**src/rtl/pipe_pkg.sv**
```systemverilog
// rtl/pipe_pkg.sv - shared ID/EX control layout, NOP constant and stage action encoding
package pipe_pkg;

  localparam int ALU_OP_BITS  = 3;
  localparam int REG_IDX_BITS = 5;

  typedef struct packed {
    logic                   reg_write;
    logic                   mem_read;
    logic                   mem_write;
    logic                   mem_to_reg;
    logic                   alu_src;
    logic                   reg_dst;
    logic                   branch;
    logic                   jump;
    logic [ALU_OP_BITS-1:0] alu_op;
  } ctrl_t;

  localparam ctrl_t                   CTRL_NOP = '0;
  localparam logic [REG_IDX_BITS-1:0] REG_ZERO = '0;

  typedef enum logic [1:0] {
    ACT_LOAD   = 2'd0,
    ACT_BUBBLE = 2'd1,
    ACT_HOLD   = 2'd2
  } act_e;

  // alu_op occupies the low bits of the control word, so mem_read sits 6 above it
  function automatic int mem_read_bit(input int aluop_w);
    return aluop_w + 6;
  endfunction

endpackage

```
**src/rtl/load_use_detect.sv**
```systemverilog
// rtl/load_use_detect.sv - combinational load-use hazard between ID/EX load and the ID instruction
module load_use_detect
  import pipe_pkg::*;
#(
  parameter int REG_AW = 5
) (
  input  logic              id_ex_valid,
  input  logic              id_ex_mem_read,
  input  logic [REG_AW-1:0] id_ex_rt,
  input  logic              if_id_valid,
  input  logic [REG_AW-1:0] if_id_rs,
  input  logic [REG_AW-1:0] if_id_rt,
  output logic              lu
);

  logic rt_nonzero;
  logic src_match;

  // $0 is hard-wired, so a load targeting it can never create a real dependency
  assign rt_nonzero = (id_ex_rt != REG_AW'(REG_ZERO));
  assign src_match  = (id_ex_rt == if_id_rs) | (id_ex_rt == if_id_rt);
  assign lu         = id_ex_valid & id_ex_mem_read & rt_nonzero & if_id_valid & src_match;

endmodule

```
**src/rtl/id_ex_stage_reg.sv**
```systemverilog
// rtl/id_ex_stage_reg.sv - ID/EX pipeline register with load-use bubble insertion, flush and memory-stall hold
module id_ex_stage_reg
  import pipe_pkg::*;
#(
  parameter int DATA_W  = 32,
  parameter int REG_AW  = 5,
  parameter int ALUOP_W = 3,
  parameter int CNT_W   = 16
) (
  input  logic                 clk,
  input  logic                 rst_n,
  input  logic                 if_id_valid,
  input  logic [REG_AW-1:0]    if_id_rs,
  input  logic [REG_AW-1:0]    if_id_rt,
  input  logic [REG_AW-1:0]    if_id_rd,
  input  logic [DATA_W-1:0]    id_rd1,
  input  logic [DATA_W-1:0]    id_rd2,
  input  logic [DATA_W-1:0]    id_imm,
  input  logic [8+ALUOP_W-1:0] id_ctrl,
  input  logic                 flush,
  input  logic                 mem_stall,
  output logic                 id_ex_valid,
  output logic [REG_AW-1:0]    id_ex_rs,
  output logic [REG_AW-1:0]    id_ex_rt,
  output logic [REG_AW-1:0]    id_ex_rd,
  output logic [DATA_W-1:0]    id_ex_rd1,
  output logic [DATA_W-1:0]    id_ex_rd2,
  output logic [DATA_W-1:0]    id_ex_imm,
  output logic [8+ALUOP_W-1:0] id_ex_ctrl,
  output logic                 pc_write,
  output logic                 if_id_write,
  output logic                 hazard_stall,
  output logic [CNT_W-1:0]     bubble_cnt
);

  localparam int                CTRL_W       = 8 + ALUOP_W;
  localparam int                MEM_READ_IDX = mem_read_bit(ALUOP_W);
  localparam logic [CTRL_W-1:0] BUBBLE_CTRL  = CTRL_W'(CTRL_NOP);

  logic lu;
  act_e act;

  load_use_detect #(
    .REG_AW(REG_AW)
  ) u_load_use_detect (
    .id_ex_valid   (id_ex_valid),
    .id_ex_mem_read(id_ex_ctrl[MEM_READ_IDX]),
    .id_ex_rt      (id_ex_rt),
    .if_id_valid   (if_id_valid),
    .if_id_rs      (if_id_rs),
    .if_id_rt      (if_id_rt),
    .lu            (lu)
  );

  always_comb begin
    act          = ACT_LOAD;
    pc_write     = 1'b1;
    if_id_write  = 1'b1;
    hazard_stall = 1'b0;
    if (mem_stall) begin
      act         = ACT_HOLD;
      pc_write    = 1'b0;
      if_id_write = 1'b0;
    end else if (flush) begin
      // the redirected fetch must proceed, so the front end keeps moving
      act = ACT_BUBBLE;
    end else if (lu) begin
      act          = ACT_BUBBLE;
      pc_write     = 1'b0;
      if_id_write  = 1'b0;
      hazard_stall = 1'b1;
    end
  end

  always_ff @(posedge clk or negedge rst_n) begin
    if (!rst_n) begin
      id_ex_valid <= 1'b0;
      id_ex_rs    <= '0;
      id_ex_rt    <= '0;
      id_ex_rd    <= '0;
      id_ex_rd1   <= '0;
      id_ex_rd2   <= '0;
      id_ex_imm   <= '0;
      id_ex_ctrl  <= BUBBLE_CTRL;
    end else begin
      case (act)
        ACT_LOAD: begin
          id_ex_valid <= if_id_valid;
          id_ex_rs    <= if_id_rs;
          id_ex_rt    <= if_id_rt;
          id_ex_rd    <= if_id_rd;
          id_ex_rd1   <= id_rd1;
          id_ex_rd2   <= id_rd2;
          id_ex_imm   <= id_imm;
          id_ex_ctrl  <= if_id_valid ? id_ctrl : BUBBLE_CTRL;
        end
        ACT_BUBBLE: begin
          id_ex_valid <= 1'b0;
          id_ex_rs    <= '0;
          id_ex_rt    <= '0;
          id_ex_rd    <= '0;
          id_ex_rd1   <= '0;
          id_ex_rd2   <= '0;
          id_ex_imm   <= '0;
          id_ex_ctrl  <= BUBBLE_CTRL;
        end
        default: ;
      endcase
    end
  end

  always_ff @(posedge clk or negedge rst_n) begin
    if (!rst_n) begin
      bubble_cnt <= '0;
    end else if (act == ACT_BUBBLE && bubble_cnt != {CNT_W{1'b1}}) begin
      bubble_cnt <= bubble_cnt + 1'b1;
    end
  end

endmodule

```
**config.mk**
```make
export PLATFORM = sky130hd
export DESIGN_NAME = id_ex_stage_reg
export DESIGN_NICKNAME = d
export VERILOG_FILES = /design/src/rtl/pipe_pkg.sv /design/src/rtl/load_use_detect.sv /design/src/rtl/id_ex_stage_reg.sv
export SDC_FILE = /design/constraint.sdc
export NUM_CORES = 1
export LEC_CHECK = 0
export CAP_MARGIN = 5
export CORE_MARGIN = 2
export CORE_UTILIZATION = 38
export CTS_CLUSTER_SIZE = 28
export DETAILED_ROUTE_END_ITERATION = 12
export GPL_TIMING_DRIVEN = 0
export PLACE_DENSITY = 0.78
export SKIP_LAST_GASP = 1
export SLEW_MARGIN = 20
export SYNTH_ARGS = -nofsm -noshare
export SYNTH_HDL_FRONTEND = slang
export SYNTH_SLANG_ARGS = --single-unit
```
**constraint.sdc**
```tcl
create_clock -name clk -period 1.88 [get_ports clk]
set_input_delay 0.376 -clock clk [delete_from_list [all_inputs] [get_ports clk]]
set_output_delay 0.376 -clock clk [all_outputs]
set_load 0.02 [all_outputs]
```
==> metrics.yaml <==
layout:
  multi_input_comb_area_sq_um: 2360
  final_util: 0.649
  final_cell_count_no_fill: 1138
  stdcell_area_sq_um: 9820
  nets: 1065
  final.fill_count: 1201
  n_antenna_cell: 0
  seqCellArea_sq_um: 3490
  drive_gt1_frac: 0.124
  syn_to_final_growth_pct: 67.7
status:
  violations: "negative setup slack"
  status: "finished with violations"
power_and_ir_drop:
  leakagePower_uw: 0.00431
  power_frac_seq: 0.398
  p_int_uw: 6340
  p_sw_uw: 2520
  sw_frac_of_total: 0.284
  power_uw: 8860
  p_per_area_nw_per_um2: 902
  ir_worst_vdd_uv: 583
  clkPwrFrac: 0.385
  combPwrFrac: 0.217
timing:
  layout_setup_ws_ps: -343
  fin_crit_sh: 1.18
  worst_pin_slew_ps: 521
  slew_headroom: 0.652
  setup-tns-final_ps: -9710
  fmax_ghz: 0.450
  drv_slew: 0
  clock_skew_ps: 8.05
  final-setup-viol-count: 140
  rsz0062_at_grt: "true"
  final-hold-violation-count: 0
  layout_min_cycle_time_ps: 2220
clocking:
  cts-htree-levels: 4
  cts_tree: "done"
  cts_buffers: 17
  clock-sinks: 139
  cts.path.max_buffers: 2
  clkTransAtPathRegs_ps: 60
  clk_latency_ps: 420
  root_buffer: "clkbuf_16"
synthesis:
  synth-edff-count: 0
  ys_seq_elements: 139
  syn_inst: 633
  yosysTopAreaCellShare: 0.594
  mappedNetlistNets: 761
  ys_warn_count: 0
  yosysTopAreaCell: "dfrtp_1"
  syn_area_sq_um: 5860
  synth_commonest_cells: "nand2_1, dfrtp_1, o21ai_0"
  ys_types: 32
  synthTopCellsByArea: "dfrtp_1, nand2_1, o21ai_0, nand3_1, xnor2_1"
  ys.flop_type: "dfrtp_1"
  yosysMostFrequentCell: "nand2_1"
  ys_async_sr_fraction: 1.00
  synth_area_per_cell_sq_um: 9.25
  synth-seq-area-share: 0.594
detailed_routing:
  route.detailed.drc: 0
  vias: 5663
  via_per_inst: 4.98
  drt_iter0_drc: 283
  wl_microns: 19200
  wl_per_cell_microns: 16.8
  ant_nets: 0
  drt_first_pass_iters: 5
run:
  cap_violations: 0
setup_path:
  cp-start-kind: "register"
  crit_path_max_fanout: 4
  critPathBufInv: 2
  cpPeakStageDelay_ps: 450
  cp_top_family: "flip-flops"
  crit_required_ps: 1500
  cpMaxStageDelayCell: "dfrtp_2"
  crit_chain: "xnor2_2 > nand3_1 > o22ai_2 > nand2_2 > nor2_4 > nor2_2 > buf_4 > buf_6"
  crit_type: "register to primary output"
  arrival_ps: 1850
  cp-end-kind: "primary output"
global_routing:
  grt_pass1_wl_microns: 28800
  met3_usage: 0.0843
  grt_usage: 0.226
  overflow: 0
  grt_most_used_layer: "met2"
  grt_antenna_before_repair: 0
  grt_max_degree: 74
  grt_pass1_vias: 5471
  grt_util_met1: 0.268
  grt_util_met2: 0.376
place:
  routabilityCongestion: 0.818
  place_inst: 1089
  post_dp_cell_area_sq_um: 8810
  portBuffers: 267
  hpwl_microns: 12900
floorplan:
  initial_core_util: 0.387
  core_area_sq_um: 15100
  dieArea_sq_um: 16400
  dieWidth_microns: 128
  ioPinCount: 269
  die_h_microns: 128
  num_rows: 45
worst_hold_path:
  hold_path_class: "input port to register"
-- area by class of cell --
cell class / instances / share of cell area
clock inverters: 10 / 0.0116
plain buffers: 46 / 0.0271
flip-flops and latches: 139 / 0.355
repair buffers: 286 / 0.291
well taps: 188 / 0.0239
inverters: 1 / 0.000382
clock buffers: 22 / 0.0503
multi-input cells: 446 / 0.240
-- power by group through the flow --
stage | logic (uW) | clock network (uW) | registers [uW]
floorplan | 450 | 0 | 3810
global placement | 1770 | 0 | 3520
detailed placement | 1800 | 0 | 3520
CTS | 1830 | 3460 | 3470
global route | 2070 | 3590 | 3550
finish | 1930 | 3410 | 3530
-- cell families (layout without fill, tap and decap cells) --
logic type / Yosys count / after routing / synth area share
adder cells (fa/ha/maj): 1 / 1 / 0.00214
flip-flops: 139 / 139 / 0.594
AO/OA/AOI/OAI: 128 / 128 / 0.113
AND/OR/NAND/NOR: 291 / 291 / 0.208
XOR/XNOR: 24 / 24 / 0.0359
buffers and inverters: 48 / 365 / 0.0425
multiplexers: 2 / 2 / 0.00449
-- flip-flops by register name, indices dropped and copies added, names as in the netlist --
register     count
id_ex_imm       32
bubble_cnt      16
id_ex_rs         5
id_ex_valid      1
id_ex_rd1       32
id_ex_rd2       32
id_ex_rd         5
id_ex_rt         5
id_ex_ctrl      11
-- worst register-to-register path, cell delays in order (launching register included) --
cell	delay, ps
dfrtp_2	450
xnor2_2	150
nand3_1	100
o22ai_2	90
buf_4	140
a21oi_2	300
buf_6	200
buf_4	220
nand3_1	100
o21ai_0	180
-- per-layer routing --
metal | vias to the layer above | wire, microns
met5 | - | 0
li1 | 2678 | -
met3 | 42 | 1570
met1 | 2709 | 7660
met2 | 234 | 9450
met4 | 0 | 474
-- metrics by stage --
step	hold slack, ps	worst slack, ps
floorplan	80.4	-121
global placement	464	-5750
detailed placement	361	-1620
CTS	483	-346
global route	287	-455
finish	285	-343
-- cells in the final DEF (no fill, tap or decap), types with 4 or more instances in the layout --
master	count
clkbuf_16	17
clkdlybuf4s50_1	248
dfrtp_2	10
clkbuf_1	24
dfrtp_1	129
o21ai_0	123
dlygate4sd2_1	10
clkbuf_8	5
dlymetal6s2s_1	5
xnor2_2	5
nand2_1	242
clkinvlp_4	4
xnor2_1	7
nor4_4	8
buf_4	29
nand3_1	20
buf_6	7
xor2_1	12
-- final timing paths --
kind	slack, ps	depth (start not counted)	startpoint	end
worst max-delay path	-340	8	id_ex_rt[4]	pc_write
worst min register to register	480	2	id_ex_rd2[2]	id_ex_rd2[2]
max in group asynchronous	630	3	rst_n	id_ex_rt[2]
min in group asynchronous	500	2	rst_n	bubble_cnt[12]
worst max register to register	-140	9	id_ex_rt[0]	id_ex_ctrl[5]
worst min-delay path	280	3	if_id_rs[2]	id_ex_rs[2]
-- timing repair --
action	4_1_cts	5_1_grt
buffers inserted	8	8
endpoints found under the hold margin	66	0
pin swaps	10	12
hold buffers	1	0
setup endpoints to repair	140	141
gates cloned	0	1
resized for setup	48	37
Power figures use the tool's default switching activity.
